==> src/rtl/des_key_schedule.sv <==
// Sequential DES key schedule: PC-1 once at start, then one C/D rotation plus PC-2
// per round, emitting 16 subkeys over valid/ready in forward or reverse order.
module des_key_schedule (
  input  logic        clk,
  input  logic        rst_n,
  input  logic        start,
  input  logic [63:0] key,
  input  logic        decrypt,
  output logic [47:0] subkey,
  output logic        subkey_valid,
  input  logic        subkey_ready,
  output logic [3:0]  round,
  output logic        busy,
  output logic        done
);

  typedef enum logic {IDLE, RUN} state_t;

  localparam int PC1_T [56] = '{57, 49, 41, 33, 25, 17,  9,
                                 1, 58, 50, 42, 34, 26, 18,
                                10,  2, 59, 51, 43, 35, 27,
                                19, 11,  3, 60, 52, 44, 36,
                                63, 55, 47, 39, 31, 23, 15,
                                 7, 62, 54, 46, 38, 30, 22,
                                14,  6, 61, 53, 45, 37, 29,
                                21, 13,  5, 28, 20, 12,  4};

  localparam int PC2_T [48] = '{14, 17, 11, 24,  1,  5,
                                 3, 28, 15,  6, 21, 10,
                                23, 19, 12,  4, 26,  8,
                                16,  7, 27, 20, 13,  2,
                                41, 52, 31, 37, 47, 55,
                                30, 40, 51, 45, 33, 48,
                                44, 49, 39, 56, 34, 53,
                                46, 42, 50, 36, 29, 32};

  // Table entries are FIPS bit numbers (1 = MSB); shifting in builds MSB first.
  function automatic logic [55:0] pc1(input logic [63:0] k);
    logic [55:0] r;
    logic [5:0]  idx;
    r = '0;
    for (int i = 0; i < 56; i++) begin
      idx = 6'(64 - PC1_T[i]);
      r   = {r[54:0], k[idx]};
    end
    return r;
  endfunction

  function automatic logic [47:0] pc2(input logic [55:0] cd);
    logic [47:0] r;
    logic [5:0]  idx;
    r = '0;
    for (int i = 0; i < 48; i++) begin
      idx = 6'(56 - PC2_T[i]);
      r   = {r[46:0], cd[idx]};
    end
    return r;
  endfunction

  // Shift count for 1-based round index 1..16.
  function automatic logic [1:0] shift_amt(input logic [4:0] idx);
    case (idx)
      5'd1, 5'd2, 5'd9, 5'd16: return 2'd1;
      default:                 return 2'd2;
    endcase
  endfunction

  function automatic logic [27:0] rol28(input logic [27:0] x, input logic [1:0] n);
    return (n == 2'd2) ? {x[25:0], x[27:26]} : {x[26:0], x[27]};
  endfunction

  function automatic logic [27:0] ror28(input logic [27:0] x, input logic [1:0] n);
    return (n == 2'd2) ? {x[1:0], x[27:2]} : {x[0], x[27:1]};
  endfunction

  state_t      state, state_next;
  logic [27:0] c, d, c_next, d_next;
  logic        dec;
  logic        load, advance, finish;
  logic [55:0] cd0;
  logic [1:0]  enc_sh, dec_sh;

  always_comb begin
    state_next = state;
    load       = 1'b0;
    advance    = 1'b0;
    finish     = 1'b0;
    case (state)
      IDLE: if (start) begin
        load       = 1'b1;
        state_next = RUN;
      end
      RUN: if (subkey_ready) begin
        if (round == 4'd15) begin
          finish     = 1'b1;
          state_next = IDLE;
        end else begin
          advance = 1'b1;
        end
      end
      default: state_next = IDLE;
    endcase
  end

  // Encrypt applies SHIFT[r+2] going forward; decrypt undoes SHIFT[16-r] going back.
  assign cd0    = pc1(key);
  assign enc_sh = shift_amt({1'b0, round} + 5'd2);
  assign dec_sh = shift_amt(5'd16 - {1'b0, round});

  always_comb begin
    c_next = c;
    d_next = d;
    if (load) begin
      c_next = decrypt ? cd0[55:28] : rol28(cd0[55:28], 2'd1);
      d_next = decrypt ? cd0[27:0]  : rol28(cd0[27:0], 2'd1);
    end else if (advance) begin
      c_next = dec ? ror28(c, dec_sh) : rol28(c, enc_sh);
      d_next = dec ? ror28(d, dec_sh) : rol28(d, enc_sh);
    end
  end

  always_ff @(posedge clk or negedge rst_n) begin
    if (!rst_n) state <= IDLE;
    else        state <= state_next;
  end

  always_ff @(posedge clk or negedge rst_n) begin
    if (!rst_n) begin
      c     <= '0;
      d     <= '0;
      round <= '0;
      dec   <= 1'b0;
      done  <= 1'b0;
    end else begin
      c    <= c_next;
      d    <= d_next;
      done <= finish;
      if (load) begin
        round <= '0;
        dec   <= decrypt;
      end else if (advance) begin
        round <= round + 4'd1;
      end
    end
  end

  assign subkey       = pc2({c, d});
  assign busy         = (state == RUN);
  assign subkey_valid = (state == RUN);

endmodule

==> config.mk <==
export PLATFORM = sky130hd
export DESIGN_NAME = des_key_schedule
export DESIGN_NICKNAME = d
export VERILOG_FILES = /design/src/rtl/des_key_schedule.sv
export SDC_FILE = /design/constraint.sdc
export NUM_CORES = 1
export LEC_CHECK = 0
export ABC_AREA = 1
export ABC_CLOCK_PERIOD_IN_PS = 4360
export CORE_UTILIZATION = 25
export CTS_CLUSTER_DIAMETER = 200
export DETAILED_ROUTE_END_ITERATION = 10
export GPL_TIMING_DRIVEN = 0
export PLACE_DENSITY = 0.49
export SLEW_MARGIN = 20
export SYNTH_ARGS = -nofsm -noshare
export SYNTH_HDL_FRONTEND = slang
export SYNTH_SLANG_ARGS = --single-unit
==> constraint.sdc <==
create_clock -name clk -period 4.36 [get_ports clk]
set_clock_uncertainty 0.2 [all_clocks]
set_input_delay 0.872 -clock clk [delete_from_list [all_inputs] [get_ports clk]]
set_output_delay 0.872 -clock clk [all_outputs]
set_load 0.01 [all_outputs]
# After elaboration in Yosys (flattened, before gate mapping)
# Index checks and enable logic that the tools add are counted.
# classes
n_addsub,3
n_reduce_logical,3
bitwise_logic,1
n_mux,26
n_eq_ne,11
# ops
cell,count
28-bit two-way mux,12
5-bit by 1-bit equality test with 1-bit output (second input constant),2
5-bit by 2-bit equality test with 1-bit output (second input constant),2
5-bit by 4-bit equality test with 1-bit output (second input constant),2
5-bit equality test (second input constant),2
1-bit two-way mux,9
4-bit two-way mux,2
4-bit OR reduction,2
4-bit by 2-bit adder with 5-bit output (second input constant),1
5-bit by 4-bit subtractor with 5-bit output (first input constant),1
4-bit by 1-bit adder with 4-bit output (second input constant),1
2-bit equality test (second input constant),2
4-bit equality test (second input constant),1
2-bit two-way mux,2
1-bit one-hot mux with 2 select lines,1
2-bit nonzero test,1
1-bit inverter,1
# word_totals
word_cells,50
in_bits,69
register_bits,63
out_inout_bits,55

# Depth between registers and ports, before layout
# Gate-level depths: netlist of run 1.
# logic_depth
word_depth,9
ltp_mapped,16
ltp_nobuf,14

# Least setup slack after synthesis of run 1
# No wires, ideal clock.
# synth_timing
path_kind,flip-flop to flip-flop
start,register round[1]
end,register d[17]
arrival_time_ns,1.867
n_path_buf,2
slack_ns,2.174
period_less_slack_ns,2.186
stages_incl_launch_ff,11
t_required_ns,4.040
setup_ns,0.120
path_cell_list,dfrtp_1 -> inv_1 -> ha_1 -> inv_1 -> clkbuf_1 -> clkbuf_1 -> nand3_1 -> nand3_1 -> nand3_1 -> o21ai_0 -> inv_1
# synth_between
elab_chain_len,9
elab_cells_between_ends,26
cone_classes,2 x add/sub; 11 x eq/ne; 10 x mux; 3 x reduce/logical
# synth_rtl
element,line_no,source
from (decl),12,"output logic [3:0] round,"
from (signal assigned),142,round <= round + 4'd1;
5-bit by 4-bit subtractor with 5-bit output or 4-bit by 2-bit adder with 5-bit output (tied branches),"108, 107",
5-bit by 1-bit equality test with 1-bit output (tied with other cells),62,case (idx)
4-bit OR reduction,62,
2-bit two-way mux,62,
"2-bit equality test, on equally long branches","73, 69",
"28-bit two-way mux, on equally long branches","73, 69",
28-bit two-way mux,118,"d_next = dec ? ror28(d, dec_sh) : rol28(d, enc_sh);"
28-bit two-way mux,116,end else if (advance) begin
28-bit two-way mux,113,if (load) begin
to (signal assigned),136,d <= d_next;
to (decl),77,"logic [27:0] c, d, c_next, d_next;"
# Several ways; a longest one is shown, not always the timed one. The select of a mux whose other input is x is not followed.
# A chain may end at the register's enable or synchronous reset.

# Worst setup path in the final report of run 1
# layout_timing
start,input start
end,register c[3]
# layout_between
elab_chain_len,3
elab_cells_between_ends,4
cone_classes,3 x mux; 1 x reduce/logical
# layout_rtl
element,line_no,source
from (decl),6,"input logic start,"
1-bit two-way mux *,89,IDLE: if (start) begin
1-bit two-way mux *,88,case (state)
28-bit two-way mux or 2-bit nonzero test (tied branches),--,
to (signal assigned),135,c <= c_next;
to (decl),77,
# Mark *: on every way between the ends. The rest lies on a longest branch, timed or not.

==> impl_metrics.prom, run 1 <==
# TYPE chip_impl_metric gauge
chip_impl_metric{name="cts-root-to-sink-buffers",unit=""} 2
chip_impl_metric{name="critPathRequiredTime",unit="ns"} 4.44
chip_impl_metric{name="vias_in_the_first_global_route",unit=""} 6847
chip_impl_info{name="ys_top_cells_by_area",value="sky130_fd_sc_hd__dfrtp_1 (25%), sky130_fd_sc_hd__nand3_1 (18%), sky130_fd_sc_hd__nand2_1 (13%), sky130_fd_sc_hd__inv_1 (9.0%), sky130_fd_sc_hd__o21ai_0 (8.6%)"} 1
chip_impl_metric{name="drv_slew",unit=""} 0
chip_impl_metric{name="power_leakage",unit="uW"} 0.004002
chip_impl_metric{name="antenna_found_initial",unit=""} 0
chip_impl_metric{name="initial_core_util",unit=""} 0.2567
chip_impl_metric{name="globalRouteTotalUtil",unit=""} 0.1964
chip_impl_metric{name="final_hold_viol_count",unit=""} 0
chip_impl_metric{name="vdd_drop_max",unit="mV"} 0.2839
chip_impl_metric{name="synth_area",unit="um^2"} 6280
chip_impl_metric{name="diodes",unit=""} 0
chip_impl_metric{name="switching_share",unit=""} 0.5115
chip_impl_metric{name="p_seq_frac",unit=""} 0.177
chip_impl_metric{name="port_buffers",unit=""} 114
chip_impl_metric{name="finalNetCount",unit=""} 1261
chip_impl_info{name="synth_area_leader_cell",value="sky130_fd_sc_hd__dfrtp_1"} 1
chip_impl_metric{name="post-route-min-period",unit="ns"} 2.977
chip_impl_metric{name="non_filler_instance_count_after_layout",unit=""} 1515
chip_impl_metric{name="core-area",unit="um^2"} 24460
chip_impl_info{name="grt_setup_unrepaired",value="no"} 1
chip_impl_metric{name="die_x",unit="um"} 160.5
chip_impl_metric{name="comb_power_share",unit=""} 0.712
chip_impl_metric{name="synth_top_area_frac",unit=""} 0.2510
chip_impl_metric{name="worstPathBufferInverterCount",unit=""} 5
chip_impl_metric{name="max_cap_violations",unit=""} 0
chip_impl_metric{name="cts_post_setup_buffers_inserted",unit=""} 0
chip_impl_info{name="cp_top_family",value="buffers and inverters"} 1
chip_impl_metric{name="final_weighted_congestion_in_routability_driven_placement",unit=""} 0.8849
chip_impl_metric{name="io_pins",unit=""} 124
chip_impl_metric{name="cts_inserted_buffers",unit=""} 9
chip_impl_info{name="worst_setup_path_start_kind",value="input port"} 1
chip_impl_metric{name="power.net_switching",unit="uW"} 3282
chip_impl_metric{name="detail_route.vias_per_cell",unit=""} 4.826
chip_impl_metric{name="die_area",unit="um^2"} 25760
chip_impl_metric{name="share_clk_of_total_power",unit=""} 0.111
chip_impl_info{name="worst_setup_path_end_kind",value="flop"} 1
chip_impl_metric{name="ctsHtreeMaxLevel",unit=""} 3
chip_impl_metric{name="hold_buffers",unit=""} 0
chip_impl_metric{name="grt_first_pass_wirelength",unit="um"} 39170
chip_impl_metric{name="wl_per_cell",unit="um"} 16.66
chip_impl_metric{name="synth_seq_area_share",unit=""} 0.2510
chip_impl_info{name="worstSetupPathType",value="in2reg"} 1
chip_impl_info{name="tritoncts",value="done"} 1
chip_impl_metric{name="drc_errors",unit=""} 0
chip_impl_metric{name="dpl.cell_count",unit=""} 1500
chip_impl_info{name="path_cells",value="clkdlybuf4s50_1, nand2_1, buf_4, nand2_1, clkbuf_1, clkbuf_1, o21ai_1, inv_1"} 1
chip_impl_info{name="cp_slowest_cell",value="sky130_fd_sc_hd__clkdlybuf4s50_1"} 1
chip_impl_metric{name="cts.clk_slew.worst_paths",unit="ns"} 0.05
chip_impl_info{name="outcome",value="finished clean"} 1
chip_impl_metric{name="timing_worst_slew_pin_value",unit="ns"} 0.6777
chip_impl_metric{name="clk-insertion-delay-late",unit="ns"} 0.34
chip_impl_metric{name="layout_worst_path_cycle_share",unit=""} 0.6827
chip_impl_metric{name="timing.critical_path.fanout_max",unit=""} 10
chip_impl_metric{name="synth_nets",unit=""} 1135
chip_impl_metric{name="netlist_instances",unit=""} 1061
chip_impl_metric{name="synth_cell_types",unit=""} 23
chip_impl_metric{name="post_cts_sizing_count",unit=""} 0
chip_impl_metric{name="ys_ff_latch",unit=""} 63
chip_impl_metric{name="drt_pre_antenna_iters",unit=""} 8
chip_impl_metric{name="num_rows",unit=""} 57
chip_impl_metric{name="area_growth_syn_to_layout",unit="%"} 29.45
chip_impl_metric{name="detail_route.wirelength",unit="um"} 25250
chip_impl_metric{name="met1_grt_util",unit=""} 0.2737
chip_impl_metric{name="power_per_cell_area",unit="nW/um^2"} 789.1
chip_impl_metric{name="num_clock_sinks",unit=""} 63
chip_impl_metric{name="postSynthAreaPerCell",unit="um^2"} 5.919
chip_impl_info{name="min-delay-path-class",value="in2async"} 1
chip_impl_info{name="layout.cells.most_common_list",value="sky130_fd_sc_hd__nand3_1 (225), sky130_fd_sc_hd__nand2_1 (212), sky130_fd_sc_hd__inv_1 (151)"} 1
chip_impl_metric{name="detail-route-antenna-nets",unit=""} 0
chip_impl_info{name="layout.cells.most_common",value="sky130_fd_sc_hd__nand3_1"} 1
chip_impl_info{name="grt.busiest_layer",value="met2"} 1
chip_impl_metric{name="gr-usage-met3",unit=""} 0.02608
chip_impl_info{name="root_buffer",value="sky130_fd_sc_hd__clkbuf_16"} 1
chip_impl_metric{name="post_route_cells_drive_above_1_share",unit=""} 0.1075
chip_impl_metric{name="grt_use_met2",unit=""} 0.3123
chip_impl_metric{name="dpl.hpwl",unit="um"} 18150
chip_impl_metric{name="power_report.internal_total",unit="uW"} 3133
chip_impl_metric{name="finalPower",unit="uW"} 6415
chip_impl_metric{name="grt.overflow.total",unit=""} 0
chip_impl_metric{name="slowest_delay",unit="ns"} 0.48
chip_impl_metric{name="fmax",unit="MHz"} 336.0
chip_impl_metric{name="die_height",unit="um"} 160.5
chip_impl_metric{name="routed-via-count",unit=""} 7312
chip_impl_metric{name="first_iter_violations",unit=""} 613
chip_impl_metric{name="largest_net_degree_at_the_start_of_global_routing",unit=""} 39
chip_impl_metric{name="timing.max_slew.rel_slack",unit=""} 0.5482
chip_impl_metric{name="critPathArrivalTime",unit="ns"} 3.06
chip_impl_metric{name="yosys_warnings",unit=""} 0
chip_impl_metric{name="setup_violations",unit=""} 0
[worst register-to-register path, cell delays in order, from the launching register on]
cell and delay [ns]:
sky130_fd_sc_hd__dfrtp_1 0.49, sky130_fd_sc_hd__inv_1 0.13, sky130_fd_sc_hd__ha_1 0.31, sky130_fd_sc_hd__inv_1 0.10
sky130_fd_sc_hd__clkbuf_1 0.44, sky130_fd_sc_hd__clkbuf_1 0.48, sky130_fd_sc_hd__nand3_1 0.13, sky130_fd_sc_hd__nand3_1 0.13
sky130_fd_sc_hd__nand3_1 0.10, sky130_fd_sc_hd__o21ai_1 0.09, sky130_fd_sc_hd__inv_1 0.05
[cell usage after synthesis]
library cell and instances:
sky130_fd_sc_hd__ha_1 5, sky130_fd_sc_hd__nor2_1 89, sky130_fd_sc_hd__a21oi_1 17, sky130_fd_sc_hd__nand3_1 225
sky130_fd_sc_hd__a21oi_2 11, sky130_fd_sc_hd__nand3_2 3, sky130_fd_sc_hd__buf_6 11, sky130_fd_sc_hd__buf_2 23
sky130_fd_sc_hd__nand2_1 212, sky130_fd_sc_hd__o21ai_0 108, sky130_fd_sc_hd__nand2_4 2, sky130_fd_sc_hd__dfrtp_1 63
sky130_fd_sc_hd__inv_2 6, sky130_fd_sc_hd__buf_1 1, sky130_fd_sc_hd__o21ai_1 36, sky130_fd_sc_hd__nand4_1 1
sky130_fd_sc_hd__o22ai_1 2, sky130_fd_sc_hd__clkbuf_1 35, sky130_fd_sc_hd__buf_4 55, sky130_fd_sc_hd__nand2_2 3
sky130_fd_sc_hd__o211ai_1 1, sky130_fd_sc_hd__xor2_1 1, sky130_fd_sc_hd__inv_1 151
[cell type report]
class / count / area (um^2)
plain buffers: 125 / 787.0
well taps: 324 / 405.4
repair buffers: 115 / 1166
multi-input cells: 716 / 3327
clock buffers: 15 / 277.8
flip-flops and latches: 63 / 1577
inverters: 157 / 589.3
fillers: 2736 / 16330
[power groups by stage]
| stage | Combinational [uW] | Clock (uW) | Sequential, uW |
|---|---|---|---|
| 2_1_floorplan | 3060 | 0 | 1060 |
| 3_3_place_gp | 4500 | 0 | 1150 |
| 3_5_place_dp | 4520 | 0 | 1140 |
| 4_1_cts | 4540 | 726 | 1140 |
| 5_1_grt | 5030 | 751 | 1180 |
| 6_report | 4570 | 712 | 1130 |
[registers in the layout, indices dropped and copies added, names as in the netlist]
register,flops
busy,1
done,1
d,28
c,28
dec,1
round,4
[per-stage QoR]
stage          setup TNS [ns]  utilization  setup WS [ns]  area, um^2  hold slack (ns)
6_report                    0       0.3323          1.383        8129           0.2497
5_1_grt                     0       0.3323          1.210        8129           0.2821
4_1_cts                     0       0.3323          1.312        8129           0.2581
3_5_place_dp                0       0.3210         0.9580        7851           0.2709
3_3_place_gp           -23.64       0.3199        -0.3823        7826           0.2692
2_1_floorplan               0            -          2.174        6280           0.2549
[kinds of logic (layout without fill, tap and decap cells)]
family / count (synthesis) / count (layout) / share of synthesized area
AOI/OAI and AO/OA: 175 / 175 / 0.1468
and+or+nand+nor: 535 / 535 / 0.3716
adders and majority gates: 5 / 5 / 0.009962
DFF: 63 / 63 / 0.2510
xor gates and xnor gates: 1 / 1 / 0.001395
buffers and inverters: 282 / 412 / 0.2192
[path summary, 6_finish.rpt]
check,startpoint,end,cells past startpoint,slack (ns)
max,start,c[3],8,1.38
min,rst_n,round[0],1,0.25
max reg2reg,round[1],c[1],10,1.60
min reg2reg,d[18],d[18],2,0.29
max in group asynchronous,rst_n,c[1],2,3.17
min in group clk,d[18],d[18],2,0.29
[per-layer routing]
layer / routed length [um] / part of all wire
met1: 11810 / 0.47
met2: 11360 / 0.45
met3: 1577 / 0.062
met4: 503 / 0.020
met5: 0 / 0
No activity file was read; power rests on OpenSTA's default activity.
==> run 2: changes to the inputs <==
--- a/config.mk
+++ b/config.mk
@@ -6,12 +6,12 @@
 export NUM_CORES = 1
 export LEC_CHECK = 0
 export ABC_AREA = 1
-export ABC_CLOCK_PERIOD_IN_PS = 4360
+export ABC_CLOCK_PERIOD_IN_PS = 2500
 export CORE_UTILIZATION = 25
 export CTS_CLUSTER_DIAMETER = 200
 export DETAILED_ROUTE_END_ITERATION = 10
 export GPL_TIMING_DRIVEN = 0
-export PLACE_DENSITY = 0.49
+export PLACE_DENSITY = 0.5
 export SLEW_MARGIN = 20
 export SYNTH_ARGS = -nofsm -noshare
 export SYNTH_HDL_FRONTEND = slang
==> constraint.sdc (replaced) <==
create_clock -name clk -period 2.5 [get_ports clk]
set_clock_uncertainty 0.2 [all_clocks]
set_input_delay 0.5 -clock clk [delete_from_list [all_inputs] [get_ports clk]]
set_output_delay 0.5 -clock clk [all_outputs]
set_load 0.01 [all_outputs]
==> impl_metrics.prom, run 2 (synthesis results as in run 1) <==
# TYPE chip_impl_metric gauge
chip_impl_info{name="outcome",value="finished clean"} 1
chip_impl_info{name="tritoncts",value="done"} 1
chip_impl_metric{name="non_filler_instance_count_after_layout",unit=""} 1521
chip_impl_metric{name="drv_slew",unit=""} 0
chip_impl_metric{name="grt_first_pass_wirelength",unit="um"} 38510
chip_impl_info{name="crit_top_cell",value="sky130_fd_sc_hd__nand3_1"} 1
chip_impl_info{name="layout.cells.most_common",value="sky130_fd_sc_hd__nand3_1"} 1
chip_impl_metric{name="num_clock_sinks",unit=""} 63
chip_impl_metric{name="cts_inserted_buffers",unit=""} 9
chip_impl_metric{name="finalNetCount",unit=""} 1266
chip_impl_metric{name="post-route-min-period",unit="ns"} 2.392
chip_impl_info{name="layout.cells.most_common_list",value="sky130_fd_sc_hd__nand3_1 (225), sky130_fd_sc_hd__nand2_1 (212), sky130_fd_sc_hd__inv_1 (151)"} 1
chip_impl_info{name="largestRegisters",value="c: 28 flops, d: 28 flops, round: 4 flops"} 1
chip_impl_info{name="worst_setup_path_start_kind",value="input port"} 1
chip_impl_metric{name="largest_net_degree_at_the_start_of_global_routing",unit=""} 38
chip_impl_metric{name="die_height",unit="um"} 160.5
chip_impl_metric{name="detail_route.wirelength",unit="um"} 24910
chip_impl_metric{name="cts.clk_slew.worst_paths",unit="ns"} 0.06
chip_impl_metric{name="detail-route-antenna-nets",unit=""} 0
chip_impl_metric{name="cts-root-to-sink-buffers",unit=""} 2
chip_impl_metric{name="slowest_delay",unit="ns"} 0.46
chip_impl_metric{name="final_weighted_congestion_in_routability_driven_placement",unit=""} 0.8556
chip_impl_metric{name="critPathArrivalTime",unit="ns"} 2.48
chip_impl_metric{name="grt.overflow.total",unit=""} 0
chip_impl_metric{name="fmax",unit="MHz"} 418.0
chip_impl_info{name="grt_setup_unrepaired",value="no"} 1
chip_impl_metric{name="die_x",unit="um"} 160.5
chip_impl_metric{name="timing.setup.tns",unit="ns"} 0
chip_impl_metric{name="finish.instance_area",unit="um^2"} 8209
chip_impl_metric{name="initial_core_util",unit=""} 0.2567
chip_impl_metric{name="io_pins",unit=""} 124
chip_impl_metric{name="critPathRequiredTime",unit="ns"} 2.59
chip_impl_metric{name="routed-via-count",unit=""} 7325
chip_impl_metric{name="vias_in_the_first_global_route",unit=""} 6780
chip_impl_metric{name="drc_errors",unit=""} 0
chip_impl_info{name="worstSetupPathType",value="in2reg"} 1
chip_impl_metric{name="first_iter_violations",unit=""} 617
chip_impl_metric{name="timing_worst_slew_pin_value",unit="ns"} 0.6765
chip_impl_metric{name="core-area",unit="um^2"} 24460
chip_impl_metric{name="clk-insertion-delay-late",unit="ns"} 0.35
chip_impl_metric{name="die_area",unit="um^2"} 25760
chip_impl_metric{name="vdd_drop_max",unit="mV"} 0.5497
chip_impl_info{name="min-delay-path-class",value="reg2reg"} 1
chip_impl_metric{name="layout_worst_path_cycle_share",unit=""} 0.9569
chip_impl_metric{name="power_leakage",unit="uW"} 0.004082
chip_impl_metric{name="diodes",unit=""} 0
chip_impl_metric{name="drt_pre_antenna_iters",unit=""} 5
chip_impl_metric{name="detailed_place.area",unit="um^2"} 7851
chip_impl_metric{name="final.hold.worst_slack",unit="ns"} 0.2898
chip_impl_metric{name="timing.max_slew.rel_slack",unit=""} 0.5490
chip_impl_info{name="worst_setup_path_end_kind",value="flop"} 1
chip_impl_metric{name="max_cap_violations",unit=""} 0
chip_impl_metric{name="ctsHtreeMaxLevel",unit=""} 3
chip_impl_metric{name="port_buffers",unit=""} 114
chip_impl_metric{name="num_rows",unit=""} 57
chip_impl_metric{name="power_per_cell_area",unit="nW/um^2"} 1376
chip_impl_metric{name="dpl.cell_count",unit=""} 1500
chip_impl_info{name="root_buffer",value="sky130_fd_sc_hd__clkbuf_16"} 1
chip_impl_metric{name="antenna_found_initial",unit=""} 0
chip_impl_metric{name="wl_per_cell",unit="um"} 16.37
chip_impl_info{name="cp_slowest_cell",value="sky130_fd_sc_hd__clkbuf_1"} 1
chip_impl_metric{name="setup_violations",unit=""} 0
chip_impl_metric{name="globalRouteTotalUtil",unit=""} 0.1938
chip_impl_metric{name="final_hold_viol_count",unit=""} 0
chip_impl_metric{name="dpl.hpwl",unit="um"} 18010
chip_impl_metric{name="post_route_cells_drive_above_1_share",unit=""} 0.1261
chip_impl_metric{name="detail_route.vias_per_cell",unit=""} 4.816
chip_impl_metric{name="timing.critical_path.fanout_max",unit=""} 10
chip_impl_info{name="path_cells",value="clkdlybuf4s50_1, nand2_1, inv_2, nor2_1, clkbuf_1, buf_2, nand3_1, nand3_1, o21ai_1, inv_1"} 1
chip_impl_metric{name="area_growth_syn_to_layout",unit="%"} 30.72
## run 2: cell count changes in the layout (fill, tap and decap cells not counted), moves of 3 or more
cell                       change
sky130_fd_sc_hd__clkbuf_1     -16
sky130_fd_sc_hd__buf_4         +4
sky130_fd_sc_hd__clkinv_2      +3
sky130_fd_sc_hd__clkbuf_2     +15
## run 2: power by group
part / total (uW) / internal, uW / switching, uW
Combinational: 8030 / 3260 / 4770
Sequential: 1970 / 1530 / 438
Clock: 1300 / 795 / 506
Total: 11300 / 5580 / 5720
## run 2: repair_timing
item	in CTS	in global routing
setup buffers	0	4
hold buffers	1	0
gates resized for setup	9	15
endpoints found under the setup margin	45	47
hold endpoints to repair	26	0
## run 2: layer usage
| layer | wire length (um) | global-route usage | vias up |
|---|---|---|---|
| met1 | 11450 | 0.2665 | 3422 |
| met4 | 508 | 0.06450 | 0 |
| met5 | 0 | 0 | - |
| met2 | 11390 | 0.3105 | 274 |
| li1 | - | - | 3600 |
| met3 | 1550 | 0.02634 | 29 |
## run 2: worst max-delay path: cells and delay by family
| kind | cells | cell delay, ns |
|---|---|---|
| buf+inv | 5 | 1.40 |
| simple gates | 4 | 0.50 |
| compound gates | 1 | 0.06 |
## run 2: worst paths after layout
check                         start  endpoint  slack, ns  cells past startpoint
setup / recovery              start     c[25]       0.11                     10
hold / removal                c[19]     c[19]       0.29                      2
setup reg to reg           round[1]     d[25]       0.15                     11
hold reg to reg               c[19]     c[19]       0.29                      2
max in group asynchronous     rst_n  round[1]       1.12                      3
min in group asynchronous     rst_n  round[0]       0.43                      2
## run 2: stage by stage
| stage | util | setup WS [ns] | power [uW] |
|---|---|---|---|
| after floorplan | - | 0.3135 | 7176 |
| after global placement | 0.3199 | -1.840 | 9822 |
| after detailed placement | 0.3210 | -0.4965 | 9861 |
| after CTS | 0.3337 | 0.01823 | 11240 |
| after global routing | 0.3356 | 0.001588 | 12250 |
| final | 0.3356 | 0.1077 | 11300 |
## run 2: final cells by class
| type | count | area (um^2) |
|---|---|---|
| plain buffers | 125 | 805.8 |
| clock buffers | 12 | 246.5 |
| clock inverters | 4 | 45.04 |
| fillers | 2726 | 16250 |
| inverters | 157 | 589.3 |
| multi-input cells | 716 | 3332 |
| flip-flops and latches | 63 | 1579 |
| well taps | 324 | 405.4 |
| repair buffers | 120 | 1206 |
